===== src/rtl/exp_range_reduce_pp.sv =====
// Range-reduction front end for the pipelined 8-bit exp datapath: input FIFO, credit-gated issue, kernel tag line.
// Optional statistics counters are enabled with `define EXP_RR_STATS_EN.
module exp_range_reduce_pp #(
  parameter int DEPTH      = 4,
  parameter int CREDITS    = 4,
  parameter int KERNEL_LAT = 5,
  parameter int THRESH     = 192
) (
  input  logic        clk,
  input  logic        rst_n,
  input  logic        iValid,
  output logic        oReady,
  input  logic [7:0]  iX,
  input  logic        iCreditRet,
  output logic [7:0]  oKData,
  output logic        oKSign,
  output logic        oTagValid,
  output logic        oTagShift,
  output logic        oCreditErr
`ifdef EXP_RR_STATS_EN
  ,
  output logic [15:0] oIssueCnt,
  output logic [15:0] oStallCnt
`endif
);

  localparam int AW = $clog2(DEPTH);
  localparam int CW = AW + 1;

  logic [7:0]      mem [DEPTH];
  logic [AW-1:0]   wr_ptr;
  logic [AW-1:0]   rd_ptr;
  logic [CW-1:0]   count;
  logic [3:0]      credits;
  logic [3:0]      credits_next;
  logic            err_set;
  logic            wr_en;
  logic            issue;
  logic [7:0]      rd_x;
  logic            need_shift;
  logic [8:0]      neg_t;
  logic [7:0]      t_mag;
  logic            iss_q;
  logic            shift_q;
  logic [KERNEL_LAT-1:0] tag_v;
  logic [KERNEL_LAT-1:0] tag_s;

  assign oReady = (count != CW'(DEPTH));
  assign wr_en  = iValid && oReady;
  // Issue looks only at the registered count, so a same-cycle write is never bypassed to the kernel.
  assign issue  = (count != '0) && (credits != 4'd0);

  assign rd_x       = mem[rd_ptr];
  assign need_shift = (rd_x >= 8'(THRESH));
  assign neg_t      = 9'd256 - {1'b0, rd_x};
  assign t_mag      = need_shift ? neg_t[7:0] : rd_x;

  always_ff @(posedge clk) begin
    if (wr_en) begin
      mem[wr_ptr] <= iX;
    end
  end

  always_ff @(posedge clk or negedge rst_n) begin
    if (!rst_n) begin
      wr_ptr <= '0;
      rd_ptr <= '0;
      count  <= '0;
    end else begin
      if (wr_en) begin
        wr_ptr <= wr_ptr + 1'b1;
      end
      if (issue) begin
        rd_ptr <= rd_ptr + 1'b1;
      end
      case ({wr_en, issue})
        2'b10:   count <= count + 1'b1;
        2'b01:   count <= count - 1'b1;
        default: count <= count;
      endcase
    end
  end

  // A return that coincides with an issue cancels out; a return into a full counter is an error.
  always_comb begin
    credits_next = credits;
    err_set      = 1'b0;
    if (issue && !iCreditRet) begin
      credits_next = credits - 4'd1;
    end else if (!issue && iCreditRet) begin
      if (credits == 4'(CREDITS)) begin
        err_set = 1'b1;
      end else begin
        credits_next = credits + 4'd1;
      end
    end
  end

  always_ff @(posedge clk or negedge rst_n) begin
    if (!rst_n) begin
      credits    <= 4'(CREDITS);
      oCreditErr <= 1'b0;
    end else begin
      credits <= credits_next;
      if (err_set) begin
        oCreditErr <= 1'b1;
      end
    end
  end

  always_ff @(posedge clk or negedge rst_n) begin
    if (!rst_n) begin
      oKData  <= 8'd0;
      oKSign  <= 1'b0;
      iss_q   <= 1'b0;
      shift_q <= 1'b0;
    end else begin
      oKData  <= issue ? t_mag : 8'd0;
      oKSign  <= issue && need_shift;
      iss_q   <= issue;
      shift_q <= issue && need_shift;
    end
  end

  // Tag line starts one stage behind oKData so its tail lines up with the kernel output.
  always_ff @(posedge clk or negedge rst_n) begin
    if (!rst_n) begin
      tag_v <= '0;
      tag_s <= '0;
    end else begin
      tag_v <= {tag_v[KERNEL_LAT-2:0], iss_q};
      tag_s <= {tag_s[KERNEL_LAT-2:0], shift_q};
    end
  end

  assign oTagValid = tag_v[KERNEL_LAT-1];
  assign oTagShift = tag_s[KERNEL_LAT-1];

`ifdef EXP_RR_STATS_EN
  always_ff @(posedge clk or negedge rst_n) begin
    if (!rst_n) begin
      oIssueCnt <= 16'd0;
      oStallCnt <= 16'd0;
    end else begin
      if (issue && (oIssueCnt != 16'hFFFF)) begin
        oIssueCnt <= oIssueCnt + 16'd1;
      end
      if ((count != '0) && (credits == 4'd0) && (oStallCnt != 16'hFFFF)) begin
        oStallCnt <= oStallCnt + 16'd1;
      end
    end
  end
`endif

endmodule


===== config.mk =====
export PLATFORM = sky130hd
export DESIGN_NAME = exp_range_reduce_pp
export DESIGN_NICKNAME = d
export VERILOG_FILES = /design/src/rtl/exp_range_reduce_pp.sv
export SDC_FILE = /design/constraint.sdc
export NUM_CORES = 1
export LEC_CHECK = 0
export CAP_MARGIN = 20
export CORE_UTILIZATION = 55
export CTS_CLUSTER_SIZE = 14
export DETAILED_ROUTE_END_ITERATION = 6
export PLACE_DENSITY = 0.81
export SLEW_MARGIN = 40
export SYNTH_ARGS = -nofsm -noshare
export SYNTH_HDL_FRONTEND = slang
export SYNTH_SLANG_ARGS = --single-unit

===== constraint.sdc =====
create_clock -name clk -period 2.8 [get_ports clk]
set_clock_uncertainty 0.2 [all_clocks]
set_input_delay 0.42 -clock clk [delete_from_list [all_inputs] [get_ports clk]]
set_output_delay 0.42 -clock clk [all_outputs]
set_load 0.005 [all_outputs]

## Yosys cells after proc, flatten, opt, wreduce, memory -nomap -nowiden

Memories as Yosys holds them, arrays and structs flattened.
Index checks and enable logic that the tools add are counted.

- Add/sub/neg operators: 7
- Magnitude comparators: 1
- Eq/ne operators: 5
- Mux-type cells: 11
- Reduce and logical (&&, ||, !) cells: 12

Operator list:

| cell | number |
|---|---|
| $mux 8 | 2 |
| $mux 4 | 3 |
| $ge 8x8->1 const B | 1 |
| $sub 1x8->8 const A | 1 |
| $pmux 3 s2 | 1 |
| $logic_and 1x1->1 | 5 |
| $mux 1 | 5 |
| $add 2x1->2 const B | 2 |
| $add 4x1->4 const B | 1 |
| $eq 4x3->1 const B | 1 |
| $reduce_bool 2->1 | 2 |
| $reduce_bool 4->1 | 1 |
| $sub 4x1->4 const B | 1 |
| $add 3x1->3 const B | 1 |
| $ne 3x3->1 const B | 1 |
| $reduce_bool 3->1 | 1 |
| $sub 3x1->3 const B | 1 |
| $eq 2x1->1 const B | 1 |
| $eq 2x2->1 const B | 1 |
| $logic_not 1->1 | 2 |
| $ne 2x2->1 const B | 1 |
| $reduce_and 2->1 | 1 |

- Register bits after elaboration: 32
- Memory bits (writable): 32
- Input port bits: 12
- Output and inout port bits: 13
- Logic and storage cells: 47
- Memories: 1

Memory list:

| name | depth | width | rd ports | clocked after Yosys merged registers in | write ports | line | RTL |
|---|---|---|---|---|---|---|---|
| mem | 4 | 8 | 1 | 0 | 1 | 30 | `logic [7:0] mem [DEPTH];` |

## Logic depth before layout (Yosys ltp)

Gate-level depths: netlist (run 1).

- Depth in word-level cells: 6
- Mapped depth: 11

## Worst setup path after synthesis (run 1)

Ideal clock, no wire load.

- Path kind: reg-to-reg
- Start point: register credits[1]
- End point: register credits[2]
- Library setup time: 75 ps
- Data arrival time: 2,146 ps
- Path slack: 379 ps
- Stages on the path, launching flop included: 12
- Buffers on the path: 1
- Cells stage by stage: dfrtp_1 clkbuf_1 or3_1 o32ai_1 inv_1 ha_1 xor2_1 ha_1 a21oi_1 xnor2_1 nand2_1 xnor2_1

- Longest elaborated chain between the ends: 6
- Elaborated cells between the ends (all ways): 14
- Classes of those cells: add/sub: 2; eq/ne: 2; mux: 3; reduce/logical: 7

RTL lines:

| what | line | RTL |
|---|---|---|
| start, declared | 34 | `logic [3:0] credits;` |
| start signal, assigned | 101 | `credits <= 4'(CREDITS);` |
| start signal, assigned | 104 | `credits <= credits_next;` |
| $reduce_bool 4->1 * | 51 | `assign issue = (count != '0) && (credits != 4'd0);` |
| $logic_and 1x1->1 * | 51 |  |
| net issue | 38 | `logic issue;` |
| $logic_not 1->1 | 90 | `end else if (!issue && iCreditRet) begin` |
| $logic_and 1x1->1 | 90 |  |
| $reduce_bool 2->1 (no line) | - |  |
| $reduce_and 2->1 (no line) | - |  |

The timed path passes the listed nets; every way through them passes the cells marked *. The select of a mux whose other input is x is not followed.
A chain may end at the register's enable or synchronous reset.

## Final worst setup path (run 1)

- Start point: register credits[0]
- End point: register credits[3]

Same word-level chain as after synthesis.

==> impl_metrics.yaml, run 1 <==
critical_path:
  crit_cells: 10
  cpPeakStageDelay_ps: 450
  path_max_fanout: 7
  r2r-start: "credits[0]$_DFFE_PN0P_"
  startpoint: "credits[0]$_DFFE_PN0P_"
  critical_path_class: "flop to flop"
  path_cells: "or3_1 -> o32ai_1 -> inv_1 -> buf_4 -> ha_1 -> nor4bb_1 -> a21oi_1 -> o22ai_1 -> nand2_1 -> xnor2_1"
  cpMaxStageDelayCell: "dfrtp_1"
  rrSetupSlack_ps: 180
  cp_top_family: "simple AND/OR/NAND/NOR gates"
  cp.arrival_ps: 2660
  end_kind: "flop"
  crit_buf_inv: 2
  crit_end: "credits[3]$_DFFE_PN0P_"
  crit_path_start_kind: "flop"
  ff2ff_path_depth: 10
  cp.required_ps: 2840
  r2r_end: "credits[3]$_DFFE_PN0P_"
logic_synthesis:
  syn_inst: 160
  synth_top_area_cell: "edfxtp_1"
  ys_top_cells_by_area: "edfxtp_1 (37%), dfrtp_1 (30%), mux4_1 (6.1%)"
  synth_top_area_share_pct: 37.5
  synth_seq_cells: 64
  ys_types: 33
  synth_area_um2: 2560
  ys_warn_count: 0
  synth-seq-area-share_pct: 68.8
  synth_nets: 183
  syn_avg_cell_area_um2: 16.0
clocking:
  cts_buffer_depth: 2
  root_buffer: "clkbuf_8"
  numCtsBuffers: 9
  clkTransAtPathRegs_ps: 70
  cts.sinks: 64
  insertion_delay_ps: 340
  ctsHoldBuffers: 0
  h-tree-depth: 3
  cts_tree: "done"
sta:
  max_slew_margin_pct: 70.2
  setup_viol: 0
  rsz0062_at_grt: "no"
  slew_viol_final: 0
  max_freq_mhz: 382
  worst_slew_pin_slew_ps: 446
  final.setup.tns_ps: 0
  period_share_pct: 93.6
  hold_viol_final: 0
  fin_crit_ps: 2620
route:
  final_antenna_net_count: 0
  top_layer: "met4"
  drt_iter0_markers: 47
  drcViolationCount: 0
  vias_per_cell: 5.56
  num_vias: 1407
  wl_met3_um: 159
  wl_met2_um: 2280
  drt_wl_total_um: 4330
  wl_met1_um: 1780
  firstDrtPassIters: 4
  routedWlPerCell_um: 17.1
placed_design:
  gp_congestion: 0.768
  numPortBuffers: 24
  dpl_cell_area_um2: 2870
  place_hpwl_um: 2820
global_routing:
  grt_overflow: 0
  grt_pass1_wl_um: 7110
  antenna_found_initial: 0
  grt_pass1_vias: 1445
  grt_usage_pct: 20.3
  grt_max_degree: 33
finish:
  drive_above_1_share_pct: 13.4
  nNetsFinal: 219
  diodes: 0
  final_common_cell: "edfxtp_1"
  syn2layout_area_growth_pct: 21.3
  design_area_um2: 3110
  final_cell_mix: "edfxtp_1 (32), dfrtp_1 (31), clkdlybuf4s50_1 (24)"
run:
  cap_violations: 0
floorplan:
  die_h_um: 70.3
  core.rowCount: 24
  dieArea_um2: 4940
  core_um2: 4410
  initial_core_util_pct: 58.1
  die_w_um: 70.3
  io_pins: 25
pwr:
  power.density_nw_per_um2: 1190
  power.static_leakage_uw: 0.00127
  total_power_uw: 3690
  vdd_drop_max_uv: 696
run_status:
  outcome: "finished clean"
min_path:
  hold_path_class: "flop to flop"
[synth_stat cells]
master,count
a31oi_1,1
nor3b_1,1
clkbuf_2,1
or3_2,1
nor4bb_1,1
o32ai_1,1
dfstp_2,1
o21ai_0,3
xnor2_1,9
xor2_1,5
buf_6,1
a31o_2,1
o31ai_1,1
a21oi_1,4
o22ai_1,1
dfrtp_1,31
ha_1,10
mux4_1,6
clkbuf_1,2
nor2b_1,1
or3_1,1
mux4_2,2
and2_1,1
edfxtp_1,32
nand2_1,8
nor3_1,2
or3b_1,1
nand3_1,3
and3_1,5
mux2i_1,2
fa_1,1
nor2_1,9
inv_1,11
[layer usage]
layer | track usage [%] | vias to the layer above
li1 | - | 651
met1 | 23.4 | 712
met2 | 32.8 | 34
met3 | 7.22 | 10
met4 | 11.3 | 0
met5 | 0 | -
[metrics by stage]
| stage | std cells | setup WS [ps] | utilization (%) | hold WS (ps) |
|---|---|---|---|---|
| finish | 253 | 180 | 70.4 | 150 |
| floorplan | 160 | 379 | - | -75.6 |
| CTS | 251 | 89.0 | 70.0 | 153 |
| detailed placement | 235 | 77.3 | 65.0 | 136 |
| global route | 253 | 31.4 | 70.4 | 158 |
| global placement | 235 | 334 | 65.0 | 134 |
[registers in the layout, summed over array words and instances, names as in the netlist]
name and cells:
count 3, credits 4, iss_q 1, mem 32, oCreditErr 1, oKData 8
rd_ptr 2, shift_q 1, tag_s 5, tag_v 5, wr_ptr 2
[kinds of logic (layout without fill, tap and decap cells)]
logic type                 count (synthesis)  after routing  synth area share (%)
AOI/OAI and AO/OA                         12             12                  2.83
xor gates and xnor gates                  14             14                  4.78
adders and majority gates                 11             11                  5.66
buffers and inverters                     15             56                  2.54
DFF                                       64             64                  68.8
muxes                                     10             10                  8.69
and+or+nand+nor                           34             34                  6.74
[worst min-delay path by stage]
stage	slack, ps	to	cells after the start	start
CTS	150	tag_v[4]$_DFF_PN0_	0	tag_v[3]$_DFF_PN0_
global placement	130	tag_v[0]$_DFF_PN0_	0	iss_q$_DFF_PN0_
finish	150	tag_v[4]$_DFF_PN0_	0	tag_v[3]$_DFF_PN0_
global route	160	tag_v[4]$_DFF_PN0_	0	tag_v[3]$_DFF_PN0_
floorplan	-80	count[0]$_DFFE_PN0P_	0	rst_n
detailed placement	140	tag_v[4]$_DFF_PN0_	0	tag_v[3]$_DFF_PN0_
[power by group]
| part | switching [uW] | total (uW) | internal, uW |
|---|---|---|---|
| clock | 366 | 876 | 510 |
| combinational | 659 | 1320 | 664 |
| sequential | 175 | 1490 | 1310 |
[cell type report]
class | count | area, um2
flip-flops and latches | 64 | 1760
fillers | 284 | 1310
multi-input cells | 81 | 738
repair buffers | 29 | 278
clock buffers | 9 | 124
clock inverters | 7 | 100
well taps | 52 | 65.1
inverters | 11 | 41.3
[worst reg2reg max path, cell delays in order, from the launching register on]
cell,delay [ps]
dfrtp_1,450
or3_1,360
o32ai_1,170
inv_1,150
buf_4,180
ha_1,220
nor4bb_1,320
a21oi_1,70
o22ai_1,160
nand2_1,90
xnor2_1,140
[timing repair]
action / 4_1_cts / 5_1_grt
buffers inserted: 0 / 2
hold endpoints to repair: 0 / 0
gates resized for setup: 0 / 1
setup endpoints to repair: 0 / 1
Power figures use the tool's default switching activity.
==> run 2: changes to the inputs <==
--- a/config.mk
+++ b/config.mk
@@ -5,11 +5,11 @@
 export SDC_FILE = /design/constraint.sdc
 export NUM_CORES = 1
 export LEC_CHECK = 0
-export CAP_MARGIN = 20
 export CORE_UTILIZATION = 55
 export CTS_CLUSTER_SIZE = 14
 export DETAILED_ROUTE_END_ITERATION = 6
-export PLACE_DENSITY = 0.81
+export DONT_BUFFER_PORTS = 1
+export PLACE_DENSITY = 0.74
 export SLEW_MARGIN = 40
 export SYNTH_ARGS = -nofsm -noshare
 export SYNTH_HDL_FRONTEND = slang
==> impl_metrics.yaml, run 2 (synthesized netlist as in run 1, its figures left out) <==
run_status:
  outcome: "finished clean"
global_routing:
  grt_overflow: 0
  grt_usage_pct: 19.0
  grt_pass1_wl_um: 6860
  antenna_found_initial: 0
  grt_max_degree: 33
  grt_pass1_vias: 1423
floorplan:
  die_h_um: 70.3
  core_um2: 4410
  dieArea_um2: 4940
  die_w_um: 70.3
  io_pins: 25
  core.rowCount: 24
  initial_core_util_pct: 58.1
route:
  vias_per_cell: 5.51
  final_antenna_net_count: 0
  num_vias: 1311
  drt_iter0_markers: 96
  drt_wl_total_um: 4070
  drcViolationCount: 0
  routedWlPerCell_um: 17.1
  firstDrtPassIters: 4
sta:
  final.setup.tns_ps: 0
  setup_viol: 0
  hold_viol_final: 0
  period_share_pct: 92.9
  slew_viol_final: 0
  fin_ws_ps: 200
  fin_crit_ps: 2600
  worst_slew_pin_slew_ps: 454
  max_slew_margin_pct: 69.7
  max_freq_mhz: 385
  rsz0062_at_grt: "no"
pwr:
  power.static_leakage_uw: 0.00119
  power.density_nw_per_um2: 1130
  vdd_drop_max_uv: 488
finish:
  syn2layout_area_growth_pct: 13.8
  largest_reg_flops: 32
  drive_above_1_share_pct: 13.4
  regMostFlops: "mem"
  final_common_cell: "edfxtp_1"
  nNetsFinal: 204
  final_cell_mix: "edfxtp_1 (32), dfrtp_1 (31), inv_1 (11)"
  largest_registers: "mem (32), oKData (8)"
  diodes: 0
critical_path:
  rrSetupSlack_ps: 200
  end_kind: "flop"
  crit_path_start_kind: "flop"
  critical_path_class: "flop to flop"
  path_max_fanout: 7
  cp.arrival_ps: 2670
  cp.required_ps: 2870
placed_design:
  numPortBuffers: 0
  pre_cts_slack_ps: 154
  place_hpwl_um: 2690
  gp_congestion: 0.720
clocking:
  clkTransAtPathRegs_ps: 70
  cts_tree: "done"
  h-tree-depth: 3
  numCtsBuffers: 9
  insertion_delay_ps: 340
  root_buffer: "clkbuf_8"
  cts_buffer_depth: 2
  cts.sinks: 64
min_path:
  hold_path_class: "flop to flop"
run:
  cap_violations: 0
-- run 2: cell types whose count changed in the layout (fill, tap and decap cells not counted), moves of 2 or more --
cell             delta
bufinv_16           -2
clkinvlp_4          +3
dlygate4sd3_1       +9
inv_6               -3
clkdlybuf4s50_1    -24
-- run 2: worst paths after layout --
| check | from | to | cells after the start |
|---|---|---|---|
| worst max-delay path | credits[0]$_DFFE_PN0P_ | credits[2]$_DFFE_PN1P_ | 10 |
| worst min-delay path | tag_v[1]$_DFF_PN0_ | tag_v[2]$_DFF_PN0_ | 0 |
| worst max register to register | credits[0]$_DFFE_PN0P_ | credits[2]$_DFFE_PN1P_ | 10 |
| worst min register to register | tag_v[1]$_DFF_PN0_ | tag_v[2]$_DFF_PN0_ | 0 |
| max in group asynchronous | rst_n | credits[2]$_DFFE_PN1P_ | 2 |
| min in group asynchronous | rst_n | rd_ptr[0]$_DFFE_PN0P_ | 2 |
-- run 2: metrics by stage --
stage                     utilization (%)  hold slack, ps  power [uW]  instances  area (um2)
final                                66.1             151        3300        238        2920
after global routing                 66.1             152        3530        238        2920
after CTS                            65.8             150        3290        236        2900
after detailed placement             59.4           -75.0        2590        210        2620
after global placement               59.4           -74.9        2510        210        2620
after floorplan                         -           -75.6        2340        160        2560
-- run 2: per-layer routing --
layer | track usage [%] | share of wire (%) | vias to the layer above
met5 | 0 | 0 | -
li1 | - | - | 619
met4 | 7.33 | 1.2 | 0
met2 | 31.2 | 52 | 37
met1 | 21.7 | 41 | 647
met3 | 8.66 | 5.7 | 8
-- run 2: power breakdown --
part           switching, uW  internal (uW)  leakage (uW)
Sequential               198           1310      0.000673
Clock                    359            318     0.0000789
Combinational            582            527      0.000438
Total                   1140           2160       0.00119
-- run 2: repair_timing --
| action | 4_1_cts | 5_1_grt |
|---|---|---|
| setup endpoints to repair | 0 | 1 |
| resized for setup | 0 | 0 |
| buffers inserted | 0 | 2 |
| hold buffers | 10 | 0 |
| endpoints found under the hold margin | 64 | 0 |
-- run 2: area by class of cell --
type / instances / area [um2]
clock inverter: 7 / 48.8
multi-input combinational: 81 / 736
sequential: 64 / 1760
tap: 52 / 65.1
inverter: 11 / 41.3
clock buffer: 9 / 124
fill: 316 / 1500
timing repair buffer: 14 / 140
-- run 2: worst max-delay path: stages, from the launching register on --
cell and delay [ps]:
dfrtp_1 450, or3_1 360, o32ai_1 160, inv_1 160, ha_1 290, xor2_1 180
ha_1 190, a21oi_1 160, xnor2_1 140, nand2_1 80, xnor2_1 150
